==> config.mk <==
export PLATFORM = sky130hd
export DESIGN_NAME = pit_table
export DESIGN_NICKNAME = d
export VERILOG_FILES = /design/src/rtl/ndn_pkg.sv /design/src/rtl/pit_match.sv /design/src/rtl/pit_table.sv
export SDC_FILE = /design/constraint.sdc
export NUM_CORES = 2
export LEC_CHECK = 0
export BUFFER_PORTS_ARGS = -buffer_cell sky130_fd_sc_hd__buf_2
export CAP_MARGIN = 15
export CORE_AREA = 2 2 361 363
export DETAILED_ROUTE_END_ITERATION = 12
export DIE_AREA = 0 0 363 365
export GPL_TIMING_DRIVEN = 0
export PLACE_DENSITY = 0.59
export SLEW_MARGIN = 20
export SYNTH_ARGS = -nofsm -noshare
export SYNTH_HDL_FRONTEND = slang
export SYNTH_SLANG_ARGS = --single-unit
==> constraint.sdc <==
create_clock -name clk -period 4.5 [get_ports clk]
set_input_delay 0.225 -clock clk [delete_from_list [all_inputs] [get_ports clk]]
set_output_delay 0.225 -clock clk [all_outputs]
set_load 0.01 [all_outputs]
==> src/rtl/ndn_pkg.sv <==
`default_nettype none
// ============================================================================
// Module      : ndn_pkg
// Description : Shared NDN pipeline types and helpers (PIT / FIB).
// Revision    : 1.0 - initial release
// ============================================================================
package ndn_pkg;

    localparam int PREFIX_W = 64;
    localparam int LEN_W    = 6;

    typedef enum logic [1:0] {
        ST_IDLE = 2'd0,
        ST_FWD  = 2'd1,
        ST_RESP = 2'd2
    } pit_state_t;

    // Low 'len' bits set; len = 0 gives an all-zero mask.
    function automatic logic [PREFIX_W-1:0] prefix_mask(input logic [LEN_W-1:0] len);
        logic [PREFIX_W-1:0] m;
        m = '0;
        for (int i = 0; i < PREFIX_W; i++) begin
            m[i] = (i < int'(len));
        end
        return m;
    endfunction

endpackage
`default_nettype wire

==> src/rtl/pit_match.sv <==
`default_nettype none
// ============================================================================
// Module      : pit_match
// Description : Parallel prefix compare over all PIT entries with lowest-index
//               priority encoders for the hit entry and the first free slot.
// Revision    : 1.0 - initial release
// ============================================================================
module pit_match #(
    parameter int DEPTH    = 8,
    parameter int PREFIX_W = ndn_pkg::PREFIX_W,
    parameter int LEN_W    = ndn_pkg::LEN_W
) (
    input  logic [DEPTH-1:0]          i_valid,
    input  logic [DEPTH*PREFIX_W-1:0] i_entry_prefix,
    input  logic [DEPTH*LEN_W-1:0]    i_entry_len,
    input  logic [PREFIX_W-1:0]       i_key_prefix,
    input  logic [LEN_W-1:0]          i_key_len,
    output logic                      o_hit,
    output logic [$clog2(DEPTH)-1:0]  o_hit_idx,
    output logic                      o_free,
    output logic [$clog2(DEPTH)-1:0]  o_free_idx
);
    import ndn_pkg::*;

    localparam int IDX_W = $clog2(DEPTH);

    logic [DEPTH-1:0]    w_match;
    logic [PREFIX_W-1:0] w_key_mask;

    // Lengths must be equal, so the key's mask covers both sides.
    assign w_key_mask = prefix_mask(i_key_len);

    for (genvar g = 0; g < DEPTH; g++) begin : g_cmp
        assign w_match[g] = i_valid[g]
                         && (i_entry_len[g*LEN_W +: LEN_W] == i_key_len)
                         && (((i_entry_prefix[g*PREFIX_W +: PREFIX_W] ^ i_key_prefix)
                              & w_key_mask) == '0);
    end

    always_comb begin
        o_hit      = 1'b0;
        o_hit_idx  = '0;
        o_free     = 1'b0;
        o_free_idx = '0;
        for (int i = DEPTH - 1; i >= 0; i--) begin
            if (w_match[i]) begin
                o_hit     = 1'b1;
                o_hit_idx = IDX_W'(i);
            end
            if (!i_valid[i]) begin
                o_free     = 1'b1;
                o_free_idx = IDX_W'(i);
            end
        end
    end

endmodule
`default_nettype wire

==> src/rtl/pit_table.sv <==
`default_nettype none
// ============================================================================
// Module      : pit_table
// Description : Pending Interest Table - duplicate suppression, FIB forwarding,
//               data-return lookup and entry aging.
// Revision    : 1.0 - initial release
// ============================================================================
module pit_table #(
    parameter int DEPTH    = 8,
    parameter int LIFETIME = 1024,
    parameter int PREFIX_W = ndn_pkg::PREFIX_W,
    parameter int LEN_W    = ndn_pkg::LEN_W
) (
    input  logic                   clk,
    input  logic                   rst,
    input  logic                   interest_valid,
    input  logic [PREFIX_W-1:0]    interest_prefix,
    input  logic [LEN_W-1:0]       interest_len,
    output logic                   interest_ready,
    output logic [PREFIX_W-1:0]    pit_in_prefix,
    output logic [LEN_W-1:0]       pit_in_len,
    output logic                   fib_out_bit,
    input  logic [PREFIX_W-1:0]    pit_out_prefix,
    input  logic [LEN_W-1:0]       pit_out_len,
    input  logic                   prefix_ready,
    output logic                   start_send_to_pit,
    output logic                   rejected,
    output logic [$clog2(DEPTH):0] occupancy,
    output logic                   interest_dropped,
    output logic                   entry_expired
);
    import ndn_pkg::*;

    localparam int IDX_W = $clog2(DEPTH);
    localparam int OCC_W = $clog2(DEPTH) + 1;
    localparam int TMR_W = $clog2(LIFETIME + 1);
    localparam logic [TMR_W-1:0] C_LIFETIME = TMR_W'(LIFETIME);
    localparam logic [TMR_W-1:0] C_TMR_LAST = TMR_W'(1);

    pit_state_t r_state;
    pit_state_t w_state_nxt;

    logic [DEPTH-1:0]    r_valid;
    logic [PREFIX_W-1:0] r_prefix [DEPTH];
    logic [LEN_W-1:0]    r_len    [DEPTH];
    logic [TMR_W-1:0]    r_timer  [DEPTH];

    logic                r_live;
    logic [PREFIX_W-1:0] r_pit_in_prefix;
    logic [LEN_W-1:0]    r_pit_in_len;
    logic                r_resp_hit;
    logic                r_dropped;
    logic                r_expired;

    logic [DEPTH*PREFIX_W-1:0] w_flat_prefix;
    logic [DEPTH*LEN_W-1:0]    w_flat_len;

    logic             w_int_hit, w_int_free, w_qry_hit, w_qry_free, w_free;
    logic [IDX_W-1:0] w_int_hit_idx, w_int_free_idx, w_qry_hit_idx, w_qry_free_idx, w_free_idx;

    logic w_accept, w_do_query, w_do_insert, w_do_refresh, w_do_drop;
    logic [DEPTH-1:0] w_consume, w_insert, w_refresh, w_expire;

    for (genvar g = 0; g < DEPTH; g++) begin : g_flat
        assign w_flat_prefix[g*PREFIX_W +: PREFIX_W] = r_prefix[g];
        assign w_flat_len[g*LEN_W +: LEN_W]          = r_len[g];
    end

    pit_match #(.DEPTH(DEPTH), .PREFIX_W(PREFIX_W), .LEN_W(LEN_W)) u_match_int (
        .i_valid        (r_valid),
        .i_entry_prefix (w_flat_prefix),
        .i_entry_len    (w_flat_len),
        .i_key_prefix   (interest_prefix),
        .i_key_len      (interest_len),
        .o_hit          (w_int_hit),
        .o_hit_idx      (w_int_hit_idx),
        .o_free         (w_int_free),
        .o_free_idx     (w_int_free_idx)
    );

    pit_match #(.DEPTH(DEPTH), .PREFIX_W(PREFIX_W), .LEN_W(LEN_W)) u_match_qry (
        .i_valid        (r_valid),
        .i_entry_prefix (w_flat_prefix),
        .i_entry_len    (w_flat_len),
        .i_key_prefix   (pit_out_prefix),
        .i_key_len      (pit_out_len),
        .o_hit          (w_qry_hit),
        .o_hit_idx      (w_qry_hit_idx),
        .o_free         (w_qry_free),
        .o_free_idx     (w_qry_free_idx)
    );

    // Both instances see the same valid vector, so their free outputs are identical.
    assign w_free     = w_int_free & w_qry_free;
    assign w_free_idx = w_int_free_idx & w_qry_free_idx;

    assign interest_ready = r_live && (r_state == ST_IDLE) && !prefix_ready;
    assign w_accept       = interest_valid && interest_ready;

    always_ff @(posedge clk or negedge rst) begin
        if (!rst) begin
            r_state <= ST_IDLE;
        end else begin
            r_state <= w_state_nxt;
        end
    end

    always_comb begin
        w_state_nxt  = r_state;
        w_do_query   = 1'b0;
        w_do_insert  = 1'b0;
        w_do_refresh = 1'b0;
        w_do_drop    = 1'b0;
        case (r_state)
            ST_IDLE: begin
                if (prefix_ready) begin
                    w_do_query  = 1'b1;
                    w_state_nxt = ST_RESP;
                end else if (w_accept) begin
                    if (w_int_hit) begin
                        w_do_refresh = 1'b1;
                    end else if (w_free) begin
                        w_do_insert = 1'b1;
                        w_state_nxt = ST_FWD;
                    end else begin
                        w_do_drop = 1'b1;
                    end
                end
            end
            ST_FWD:  w_state_nxt = ST_IDLE;
            ST_RESP: if (!prefix_ready) w_state_nxt = ST_IDLE;
            default: w_state_nxt = ST_IDLE;
        endcase
    end

    // Consume/refresh on the expiry cycle keep that entry from counting as expired.
    always_comb begin
        w_consume = '0;
        w_insert  = '0;
        w_refresh = '0;
        w_expire  = '0;
        for (int i = 0; i < DEPTH; i++) begin
            w_consume[i] = w_do_query && w_qry_hit && (w_qry_hit_idx == IDX_W'(i));
            w_insert[i]  = w_do_insert && (w_free_idx == IDX_W'(i));
            w_refresh[i] = w_do_refresh && (w_int_hit_idx == IDX_W'(i));
            w_expire[i]  = r_valid[i] && (r_timer[i] == C_TMR_LAST)
                        && !w_consume[i] && !w_refresh[i];
        end
    end

    always_ff @(posedge clk or negedge rst) begin
        if (!rst) begin
            r_valid <= '0;
            for (int i = 0; i < DEPTH; i++) begin
                r_prefix[i] <= '0;
                r_len[i]    <= '0;
                r_timer[i]  <= '0;
            end
        end else begin
            for (int i = 0; i < DEPTH; i++) begin
                if (w_consume[i] || w_expire[i]) begin
                    r_valid[i] <= 1'b0;
                end else if (w_insert[i] || w_refresh[i]) begin
                    r_valid[i] <= 1'b1;
                    r_timer[i] <= C_LIFETIME;
                end else if (r_valid[i]) begin
                    r_timer[i] <= r_timer[i] - TMR_W'(1);
                end
                if (w_insert[i]) begin
                    r_prefix[i] <= interest_prefix;
                    r_len[i]    <= interest_len;
                end
            end
        end
    end

    always_ff @(posedge clk or negedge rst) begin
        if (!rst) begin
            r_live          <= 1'b0;
            r_pit_in_prefix <= '0;
            r_pit_in_len    <= '0;
            r_resp_hit      <= 1'b0;
            r_dropped       <= 1'b0;
            r_expired       <= 1'b0;
        end else begin
            r_live    <= 1'b1;
            r_dropped <= w_do_drop;
            r_expired <= |w_expire;
            if (w_do_insert) begin
                r_pit_in_prefix <= interest_prefix;
                r_pit_in_len    <= interest_len;
            end else if (r_state == ST_FWD) begin
                r_pit_in_prefix <= '0;
                r_pit_in_len    <= '0;
            end
            if (w_do_query) begin
                r_resp_hit <= w_qry_hit;
            end
        end
    end

    always_comb begin
        occupancy = '0;
        for (int i = 0; i < DEPTH; i++) begin
            occupancy = occupancy + OCC_W'(r_valid[i]);
        end
    end

    assign fib_out_bit       = (r_state == ST_FWD);
    assign pit_in_prefix     = r_pit_in_prefix;
    assign pit_in_len        = r_pit_in_len;
    assign start_send_to_pit = (r_state == ST_RESP) && r_resp_hit;
    assign rejected          = (r_state == ST_RESP) && !r_resp_hit;
    assign interest_dropped  = r_dropped;
    assign entry_expired     = r_expired;

endmodule
`default_nettype wire

* Word-level counts from Yosys, hierarchy flattened
Index checks and enable logic that the tools add are counted.
** Operators by class
- Mux-type cells :: 106
- Shift operators :: 0
- Bitwise operators :: 41
- Add/sub/neg operators :: 15
- Div/mod/pow operators :: 0
- Reductions and logical operators :: 167
- Multiply operators :: 0
- Eq/ne operators :: 51
- Magnitude comparators :: 126
** Operators with widths (number)
- 64-bit by 63-bit AND with 64-bit output :: 16
- 64-bit logical NOT :: 16
- 64-bit bitwise XOR :: 16
- 6-bit < comparator (first input constant) :: 62
- 5-bit by 6-bit < comparator with 1-bit output (first input constant) :: 32
- 11-bit 2-to-1 mux :: 16
- 64-bit 2-to-1 mux :: 2
- 6-bit == test :: 16
- 4-bit by 6-bit < comparator with 1-bit output (first input constant) :: 16
- 11-bit by 1-bit == test with 1-bit output (second input constant) :: 8
- 11-bit by 1-bit subtractor with 11-bit output (second input constant) :: 8
- 1-bit logical AND :: 86
- 3-bit 2-to-1 mux :: 24
- 1-bit 2-to-1 mux :: 56
- 3-bit by 6-bit < comparator with 1-bit output (first input constant) :: 8
- 3-bit == test (second input constant) :: 12
- 2-bit nonzero test :: 17
- 1-bit by 6-bit < comparator with 1-bit output (first input constant) :: 4
- 2-bit by 6-bit < comparator with 1-bit output (first input constant) :: 4
- 3-bit by 2-bit == test with 1-bit output (second input constant) :: 6
- 1-bit logical NOT :: 18
- 4-bit by 1-bit adder with 4-bit output :: 4
- 1-bit logical OR :: 16
- 2-bit AND reduction :: 8
- other kinds (17) :: 35
** Word-level totals
- Bits in read-only memories :: 0
- Latch bits :: 0
- RAM bits :: 0
- Flip-flop bits (word level) :: 732
- Logic and storage cells :: 545
- Memories kept :: 0
- Input port bits :: 144
- Output and inout bits :: 80

* Longest topological paths before layout
- Depth in word-level cells :: 22
- Depth in mapped cells :: 19
- Gate-level depth less buffers :: 11

* By module
From an unflattened synthesis, not the netlist that was laid out.
** Unflattened totals
- Cell total of the unflattened synthesis :: 4561
- Area total of the unflattened synthesis :: 46837.4 sq um
** By module, submodules not included
- pit_table :: area an instance 29318.1 sq um, seq. area each 18317.6 sq um, cells each 2173, times used 1
- pit_match :: area an instance 8759.7 sq um, seq. area each 0.0 sq um, cells each 1194, times used 2

* Worst setup path after synthesis
Ideal clock, no wire load.
- Path type :: input to register
- From :: input pit_out_len[4]
- To :: register r_expired, in the netlist entry_expired
- Data required time :: 4371 ps
- Arrival time :: 3545 ps
- Stages on the path :: 16
- Slack :: 827 ps
- Cells stage by stage :: buf_2 buf_6 buf_4 buf_2 buf_1 xnor2_1 nand4_1 a2111oi_0 nand2_1 nor4_1 nand3_1 o211ai_1 o211a_1 mux2i_1 a31oi_1 a2111o_1
** On the way
- Longest elaborated chain between the ends :: 18
** Ends and longest elaborated chain
- start, declared :: RTL line pit_table.sv:24 : input logic [LEN_W-1:0] pit_out_len,
- 1-bit by 6-bit < comparator with 1-bit output (tied with other cells) :: RTL line ndn_pkg.sv:23 : m[i] = (i < int'(len));
- 64-bit by 63-bit AND with 64-bit output :: RTL line pit_match.sv:37 : & w_key_mask) == '0);
- 64-bit logical NOT :: RTL line pit_match.sv:36 : && (((i_entry_prefix[g*PREFIX_W +: PREFIX_W] ^ i_key_prefix)
- 1-bit logical AND :: RTL line pit_match.sv:36
- 3-bit 2-to-1 mux / 1-bit 2-to-1 mux (equally long branches) (8 in a row) :: RTL line pit_match.sv:46 : if (w_match[i]) begin
- 3-bit by 1-bit == test with 1-bit output (tied with other cells) :: RTL line pit_table.sv:143 : w_consume[i] = w_do_query && w_qry_hit && (w_qry_hit_idx == IDX_W'(i));
- 1-bit logical AND :: RTL line pit_table.sv:143
- 1-bit logical NOT :: RTL line pit_table.sv:147 : && !w_consume[i] && !w_refresh[i];
- 1-bit logical AND (2 in a row) :: RTL line pit_table.sv:147
- 8-bit OR reduction * :: RTL line pit_table.sv:188 : r_expired <= |w_expire;
- end signal, assigned :: RTL line pit_table.sv:188
- end, declared :: RTL line pit_table.sv:53 : logic r_expired;
Every way passes the cells marked *; elsewhere a longest branch is shown, timed or not.
A chain may end at the register's enable or synchronous reset.

* Final worst setup path
- From :: input interest_prefix[39]
- To :: register r_prefix[398] in the netlist's numbering
** On the way
- Longest elaborated chain between the ends :: 17
** Ends and longest elaborated chain
- start, declared :: RTL line pit_table.sv:17 : input logic [PREFIX_W-1:0] interest_prefix,
- 64-bit bitwise XOR :: RTL line pit_match.sv:36
- 64-bit by 63-bit AND with 64-bit output :: RTL line pit_match.sv:37
- 64-bit logical NOT :: RTL line pit_match.sv:36
- 1-bit logical AND :: RTL line pit_match.sv:36
- 1-bit 2-to-1 mux (7 in a row) :: RTL line pit_match.sv:46
- 1-bit 2-to-1 mux * :: RTL line pit_match.sv:46
- 1-bit 2-to-1 mux * :: RTL line pit_table.sv:120 : if (w_int_hit) begin
- 1-bit 2-to-1 mux * :: RTL line pit_table.sv:119 : end else if (w_accept) begin
- 1-bit 2-to-1 mux * :: RTL line pit_table.sv:116 : if (prefix_ready) begin
- 1-bit 2-to-1 mux * :: RTL line pit_table.sv:114 : case (r_state)
- 1-bit logical AND * :: RTL line pit_table.sv:144 : w_insert[i] = w_do_insert && (w_free_idx == IDX_W'(i));
- end signal, assigned by index :: RTL line pit_table.sv:170 : r_prefix[i] <= interest_prefix;
- end, declared :: RTL line pit_table.sv:44 : logic [PREFIX_W-1:0] r_prefix [DEPTH];
Marks and branches as above.

==> impl_metrics.yaml <==
run_status:
  status: "finished, violations left"
  violations: "negative setup slack"
setup_path:
  critPathMostFrequentCell: "clkbuf_2"
  r2r_end: "r_prefix[398]"
  start_kind: "input pin"
  path_depth: 12
  crit_fanout: 10
  cp_num_buf_inv: 4
  slowest_stage: "clkbuf_1"
  slowest_delay_ns: 0.87
  worstPathRequired_ns: 5.14
  cp_top_family: "buffers and inverters"
  crit_chain: "clkbuf_2 -> clkbuf_1 -> xor2_1 -> a22oi_1 -> o21ai_0 -> nor4_1 -> nand3_2 -> o21ai_4 -> nor4_4 -> buf_4 -> clkbuf_2 -> mux2_2"
  reg2reg_slack_ns: -0.32
  cp.arrival_ns: 5.58
  rr_startpoint: "r_prefix[483]"
  worstRegToRegCells: 13
  crit_type: "in -> reg"
  cp-end-kind: "flop"
sta:
  holdWs_ns: 0.0699
  finalHoldViolCount: 0
  slew_headroom: 0.0709
  drv_slew: 0
  setup-tns-final_ns: -180.97
  finClkSkew_ns: 0.0422
  worst_pin_slew_ns: 1.38
  report.final.setup_viol: 691
  max_freq_ghz: 0.202
  fin_ws_ns: -0.439
  rsz0062_at_grt: "true"
  fin_crit_ns: 4.94
  post-route-period-util: 1.10
global_route:
  busiest_layer: "met2"
  grt_pass1_vias: 48500
  grt_pass1_wl_mm: 482
  grt_util_all_layers: 0.558
  gr-usage-met2: 0.722
  antenna_found_initial: 60
  grt_max_degree: 98
  grtUsageMet3: 0.344
  grt_overflow: 0
  met1_usage: 0.660
route:
  wl_per_cell_um: 50.4
  drc: 0
  initialDrtViolationCount: 9565
  via_per_inst: 7.10
  ant_nets: 0
  num_vias: 53700
  drt_first_pass_iters: 9
  finalWirelength_mm: 381
clock_network:
  cts.path.max_buffers: 3
  clockRootBuffer: "clkbuf_16"
  insertion_delay_ns: 0.76
  cts_inserted_buffers: 88
  cts_tree: "yes"
  cts.sinks: 724
  clkTransAtPathRegs_ns: 0.07
  htreeDepth: 3
placement:
  dp_hpwl_mm: 303
  port_buffers: 94
  routabilityCongestion: 1.19
  placed_area_mm2: 0.0545
  dp.cells: 7296
  place_ws_ns: -3.05
cells_and_area:
  drive_above_1_share: 0.242
  fin_nets: 5946
  final_core_util: 0.474
  area_growth_pct: 19.7
  final_cell_area_mm2: 0.0610
  instances_no_fill: 7562
logic_synthesis:
  syn_avg_cell_area_um2: 9.29
  syn-cell-area_mm2: 0.0510
  synth-seq-cells: 724
  synthCells: 5490
  ys_types: 116
  synth_fp_nets: 5657
  synth_area_leaders: "dfrtp_1 36%, xnor2_1 13%, mux2_2 10%"
  synth_flop_cell: "dfrtp_1"
  synth_top_area_frac: 0.355
  ys_warn_count: 0
  synth-edff-count: 0
  yosysSeqAreaShare: 0.355
  synth_largest_area_cell: "dfrtp_1"
  async_flop_share: 1.00
floorplan:
  dieWidth_um: 363
  initial_core_util: 0.396
  dieHeight_um: 365
  io-pin-count: 224
  dieArea_mm2: 0.132
  rows: 132
  core_area_mm2: 0.129
pwr:
  cellPowerDensity_mw_per_mm2: 539
  power_mw: 32.9
  leakagePower_nw: 25.2
  ir_drop_mv: 0.330
job:
  drv_cap: 0
hold_path:
  min-delay-path-class: "in -> async"
[cell families after synthesis]
family	count (synthesis)	share of synthesized area
DFF	724	0.355
other	1	0.0000735
adders and majority gates	23	0.00623
AOI/OAI and AO/OA	1047	0.137
xor gates and xnor gates	1104	0.190
muxes	474	0.105
and+or+nand+nor	1601	0.159
buffers and inverters	516	0.0481
[final cells by class]
class	instances	area [µm²]
repair buffers	204	1750
inverters	62	233
plain buffers	449	2840
clock buffers	111	2480
multi-input cells	4250	32800
diodes	32	80.1
fillers	12300	67600
flip-flops and latches	724	18100
clock inverters	55	678
well taps	1675	2100
[worst reg2reg max path: stages, from the launching register on]
cell       delay, ns
dfrtp_1         0.41
xnor2_1         0.79
nor2_1          0.08
a2111oi_0       0.61
nand4_1         0.57
nor4_4          0.41
buf_6           0.18
a21oi_4         0.10
nand4bb_1       0.13
buf_6           0.16
nor4_4          0.07
buf_4           0.23
clkbuf_2        0.51
mux2_2          0.46
[cell usage in the layout (no fill, tap or decap), types with 16 or more instances in the layout]
cell,Yosys,routed
xor2_1,366,357
nor4_2,6,27
o21ai_1,13,24
xnor2_2,0,40
clkbuf_8,0,17
a21oi_2,6,23
nand4_1,97,97
mux2_2,461,452
o211ai_1,47,47
buf_6,31,67
or3_1,38,38
or4_1,49,42
buf_1,60,55
ha_1,19,19
clkbuf_1,215,146
clkbuf_2,1,46
xnor2_1,738,683
nand3_1,112,96
a22oi_1,20,19
dfrtp_1,724,719
o21ai_0,287,269
nor4_4,1,29
a21oi_1,211,187
buf_2,108,138
nor2_1,282,268
nor3_1,169,157
nand2_1,493,489
buf_12,0,21
inv_1,60,60
clkbuf_16,0,92
o22ai_1,113,108
nand2b_1,30,30
a2111oi_0,35,16
o2111ai_1,53,48
diode_2,0,32
buf_4,39,131
nor4_1,172,123
a21o_1,19,19
clkbuf_4,0,25
[synthesized netlist by cell type (all sizes together) (20+ instances only)]
library cell,instances
o21ai,303
nor2,287
clkbuf,216
a211oi,22
inv,61
xnor2,738
a21oi,217
or3,38
mux2,472
nor4,179
or4,50
nand4,98
a22oi,20
o2111ai,54
buf,238
o211ai,47
nand2,495
o22ai,114
nand2b,30
xor2,366
dfrtp,724
a2111oi,38
nor3,176
nand3,113
[repair_timing]
item,in CTS,in global routing
buffers inserted,38,30
setup endpoints to repair,722,688
cloned,0,2
hold buffers,3,0
hold endpoints to repair,79,0
gates resized for setup,391,182
pin swaps,48,49
[routing by layer]
metal,vias to the layer above,share of wire
met2,5092,0.37
met4,50,0.094
met1,27000,0.36
li1,20300,-
met5,-,0.0032
met3,1351,0.17
[flip-flops by register name, indices dropped and copies added, names as in the netlist]
register and cells:
interest_dropped 1, r_timer 88, r_valid 8, r_live 1
r_state 2, entry_expired 1, r_len 48, r_prefix 504
r_resp_hit 1, pit_in_prefix 64, pit_in_len 6
[how the worst max path moves through the flow]
stage / start / endpoint
6_report: interest_prefix[39] / r_prefix[398]
4_1_cts: interest_len[1] / r_prefix[379]
3_3_place_gp: rst / r_prefix[297]
3_5_place_dp: pit_out_len[0] / r_timer[1]
5_1_grt: interest_prefix[39] / r_prefix[475]
2_1_floorplan: pit_out_len[4] / entry_expired
[power breakdown]
group          internal, mW  total [mW]  switching [mW]
sequential             8.16        10.6            2.45
clock                  4.59        8.10            3.51
combinational          4.75        14.2            9.45
Power figures use the tool's default switching activity.
